## config.mk

```make
export PLATFORM = sky130hd
export DESIGN_NAME = present_key_schedule
export DESIGN_NICKNAME = d
export VERILOG_FILES = /design/src/rtl/present_key_schedule.sv
export SDC_FILE = /design/constraint.sdc
export NUM_CORES = 1
export LEC_CHECK = 0
export BUFFER_PORTS_ARGS = -buffer_cell sky130_fd_sc_hd__buf_2
export CAP_MARGIN = 10
export CORE_AREA = 2 2 108 110
export DETAILED_ROUTE_END_ITERATION = 16
export DIE_AREA = 0 0 110 112
export GPL_ROUTABILITY_DRIVEN = 0
export PLACE_DENSITY_LB_ADDON = 0.3
export SYNTH_ARGS = -nofsm -noshare
export SYNTH_HDL_FRONTEND = slang
export SYNTH_SLANG_ARGS = --single-unit
```

## constraint.sdc

```tcl
create_clock -name clk -period 2.6 [get_ports clk]
set_clock_uncertainty 0.2 [all_clocks]
set_input_delay 0.26 -clock clk [delete_from_list [all_inputs] [get_ports clk]]
set_output_delay 0.26 -clock clk [all_outputs]
set_load 0.03 [all_outputs]
```

## src/rtl/present_key_schedule.sv

```systemverilog
// present_key_schedule
//
// Iterative PRESENT-80 key schedule. Holds the 80-bit key register and
// presents the 64-bit round keys K1..K32, one per `next` request.
//
// Ports:
//   clk       - single clock, rising edge
//   rst       - synchronous, active-high reset
//   load      - one-cycle strobe: capture key_in and restart at round 1
//   key_in    - 80-bit user key, bit 79 is the MSB
//   next      - advance to the next round key
//   round_key - current round key, key_reg[79:16]
//   round_num - round index 1..31; 0 when unloaded or while K32 is shown
//   key_valid - round_key is meaningful
//   done      - high while K32 is presented
//
// All outputs come straight from flops.

module present_key_schedule (
    input  logic        clk,
    input  logic        rst,
    input  logic        load,
    input  logic [79:0] key_in,
    input  logic        next,
    output logic [63:0] round_key,
    output logic [4:0]  round_num,
    output logic        key_valid,
    output logic        done
);

    logic [79:0] key_q, key_d;
    logic [5:0]  rcnt_q, rcnt_d;
    logic        valid_q, valid_d;
    logic        done_q, done_d;

    logic [79:0] rot;
    logic [3:0]  sbox_out;
    logic        advance;

    // Rotate left by 61 is the same as rotate right by 19.
    assign rot = {key_q[18:0], key_q[79:19]};

    always_comb begin
        sbox_out = 4'h0;
        unique case (rot[79:76])
            4'h0: sbox_out = 4'hC;
            4'h1: sbox_out = 4'h5;
            4'h2: sbox_out = 4'h6;
            4'h3: sbox_out = 4'hB;
            4'h4: sbox_out = 4'h9;
            4'h5: sbox_out = 4'h0;
            4'h6: sbox_out = 4'hA;
            4'h7: sbox_out = 4'hD;
            4'h8: sbox_out = 4'h3;
            4'h9: sbox_out = 4'hE;
            4'hA: sbox_out = 4'hF;
            4'hB: sbox_out = 4'h8;
            4'hC: sbox_out = 4'h4;
            4'hD: sbox_out = 4'h7;
            4'hE: sbox_out = 4'h1;
            4'hF: sbox_out = 4'h2;
        endcase
    end

    // Steps are only taken while running; the last key and idle both hold.
    assign advance = next & valid_q & (rcnt_q != 6'd32);

    always_comb begin
        key_d   = key_q;
        rcnt_d  = rcnt_q;
        valid_d = valid_q;
        if (load) begin
            key_d   = key_in;
            rcnt_d  = 6'd1;
            valid_d = 1'b1;
        end else if (advance) begin
            key_d        = {sbox_out, rot[75:0]};
            key_d[19:15] = rot[19:15] ^ rcnt_q[4:0];
            rcnt_d       = rcnt_q + 6'd1;
        end
        // Registered so that done is flop-driven rather than decoded from rcnt.
        done_d = valid_d & (rcnt_d == 6'd32);
    end

    always_ff @(posedge clk) begin
        if (rst) begin
            key_q   <= 80'd0;
            rcnt_q  <= 6'd0;
            valid_q <= 1'b0;
            done_q  <= 1'b0;
        end else begin
            key_q   <= key_d;
            rcnt_q  <= rcnt_d;
            valid_q <= valid_d;
            done_q  <= done_d;
        end
    end

    assign round_key = key_q[79:16];
    assign round_num = rcnt_q[4:0];
    assign key_valid = valid_q;
    assign done      = done_q;

endmodule

```

==> metrics.csv <==
stage;metric;value;unit
run_status;status;finished, final reports clean;
die;initial_core_util;45.9;%
clock_network;clock-root-buffer;clkbuf_16;
global_route;antenna_found_initial;0;
global_route;grt.overflow.total;0;
worst_setup_path;critPathKind;flip-flop to flip-flop;
placed_design;place_ws;-0.00137;ns
synth;synth_top_family_by_area;multiplexers;
routing;routed-via-count;4157;
worst_setup_path;worstPathArrival;2.54;ns
worst_setup_path;cp_max_fo;4;
synth;async_flop_share;0;%
die;die-area;12300;um^2
clock_network;clock_path_buffers;2;
synth;synth_xor_xnor_area_share;1.88;%
routing;dr.pass1.iters;4;
die;core_area;11200;um^2
sta;slew_viol_final;0;
layout;utilization;59.5;%
routing;ant_nets;0;
sta;fin_ws;0.125;ns
routing;drt_iter0_drc;190;
synth;synthDistinctLibCells;43;
layout;diodes;0;
die;ioPinCount;155;
worst_setup_path;startpoint_type;flip-flop;
synth;synthSimpleGateAreaFrac;11.4;%
synth;synth_compound_area_share;3.34;%
synth;ys_seq_area_share;35.9;%
die;num_rows;39;
synth;syn_nets;613;
synth;synth_mux_area_share;32.3;%
sta;rsz0062_at_grt;no;
synth;ys_ff_latch;92;
die;dieHeight;112;um
synth;syn_area;5130;um^2
clock_network;clk_pin_slew;0.06;ns
sta;final-setup-viol-count;0;
synth;syn_inst;522;
clock_network;cts_tree;yes;
sta;max_freq;404;MHz
sta;timing.final.crit_share;95.2;%
pwr;pwr_density_cell;551;nW/um^2
pwr;p_leak;3.23;nW
clock_network;clock_latency;0.34;ns
layout;final_cells;827;
routing;wirelength;12900;um
sta;hold_viol;0;
synth;ys_warn_count;0;
layout;area_growth_syn_to_layout;29.6;%
clock_network;post_cts.repair.setup_buffers;0;
min_path;min_path_type;input port to flip-flop;
global_route;track_usage;21.4;%
global_route;grt_max_degree;56;
routing;wl_per_cell;15.6;um
die;die_x;110;um
sta;slew_headroom;60.7;%
layout;final_layout_size_suffix_gt1_share;39.9;%
placed_design;io_buffers;154;
clock_network;numClockSinks;92;
synth;avgSynthCellArea;9.83;um^2
synth;synth-edff-count;0;
sta;min_period;2.48;ns
global_route;grt_pass1_vias;4155;
synth;ys.flop_type;dfxtp_1;
routing;via_per_inst;5.03;
synth;yosys.area_share.adder;1.71;%
pwr;ir_drop;0.504;mV
run;maxCapViolations;0;
global_route;grt_pass1_wl;20500;um
clock_network;cts.htree.levels;3;
clock_network;cts_buffers;9;
layout;fin_nets;770;
routing;drc;0;
placed_design;dp_cells;735;
placed_design;hpwl;8660;um
worst_setup_path;end_kind;flip-flop;
worst_setup_path;worstPathRequired;2.67;ns
sta;worst_slew_pin_slew;0.590;ns
-- cell usage in the layout (no fill, tap or decap), types with 2 or more instances in the layout --
master,instances
or4b_1,2
nor2_1,87
nand2b_1,2
nand3_1,5
ha_1,6
a21oi_1,3
nor2b_1,3
a211o_1,2
mux2i_1,79
clkinv_2,3
o21ai_0,2
o2bb2ai_1,2
mux2_2,77
buf_4,15
dfxtp_1,92
nand2_1,5
a22oi_1,3
xnor2_1,5
clkbuf_16,9
a31oi_1,2
nor3_1,8
o211ai_1,3
buf_12,2
buf_2,153
xor2_1,6
dlygate4sd3_1,76
and3_1,3
inv_1,6
-- cell type report --
| type | instances | area (um^2) |
|---|---|---|
| tap | 143 | 179 |
| multi-input combinational | 323 | 2620 |
| timing repair buffer | 246 | 1680 |
| fill | 932 | 4530 |
| clock inverter | 6 | 61.3 |
| sequential | 92 | 1840 |
| clock buffer | 10 | 239 |
| inverter | 7 | 26.3 |
-- routing by layer --
metal | global-route usage [%] | share of wire, % | vias up
met5 | 0 | 0 | -
met2 | 35.1 | 49 | 135
met4 | 7.34 | 2.3 | 0
met3 | 5.68 | 5.1 | 28
li1 | - | - | 2029
met1 | 26.8 | 43 | 1965
-- registers in the layout, summed over array words and instances, names as in the netlist --
signal and count:
key_valid 1, done 1, key_q 80, sbox_out 4
rcnt_q 6
-- synth_stat cells, drive strengths merged, types with 5 or more instances --
library cell  instances  area (um^2)
ha                    7         87.6
xor2                  6         52.6
nor2                 89          334
buf                  88          617
xnor2                 5         43.8
clkbuf               12         45.0
dfxtp                92         1840
nand2                 5         18.8
nand3                 5         25.0
mux2                 77          867
mux2i                79          791
nor3                  9         56.3
inv                   6         22.5
-- worst max-delay path, stage by stage (launching register included) --
cell      delay (ns)
dfxtp_1         0.31
inv_1           0.09
ha_2            0.21
and4bb_2        0.27
nand3_1         0.08
and3_1          0.21
nor2_4          0.13
inv_1           0.07
ha_1            0.22
or4b_1          0.53
o211ai_2        0.07
-- repair_timing --
item | in CTS | in global routing
hold buffers | 76 | 0
resized for setup | 1 | 3
endpoints found under the setup margin | 1 | 1
hold endpoints to repair | 76 | 0
-- cells by family (layout without fill, tap and decap cells) --
group,after synthesis,in the layout
AND/OR/NAND/NOR,126,126
adder cells (fa/ha/maj),7,7
buffers and inverters,107,269
multiplexers,156,156
XOR/XNOR,11,11
AO/OA/AOI/OAI,23,23
flip-flops,92,92
-- where the power goes --
part           internal (W)  total [W]  switching, W
combinational      0.000374   0.000772      0.000398
sequential          0.00150    0.00157     0.0000682
clock              0.000770    0.00133      0.000555
-- final timing paths --
check / startpoint / end / slack (ns) / depth (start not counted)
setup reg to reg: rcnt_q[0] / sbox_out[3] / 0.12 / 10
hold / removal: key_in[18] / key_q[18] / 0.26 / 5
setup / recovery: rcnt_q[0] / sbox_out[3] / 0.12 / 10
hold reg to reg: key_valid / key_valid / 0.36 / 2
-- metrics by stage --
step	total power (W)	cell area (um^2)	hold WS, ns	TNS, ns
finish	0.00367	6650	0.264	0
global route	0.00385	6650	0.299	0
CTS	0.00369	6640	0.252	0
detailed placement	0.00227	5580	0.300	-0.00137
global placement	0.00225	5580	0.290	0
floorplan	0.00214	5130	0.175	0
No activity file was read; power rests on OpenSTA's default activity.
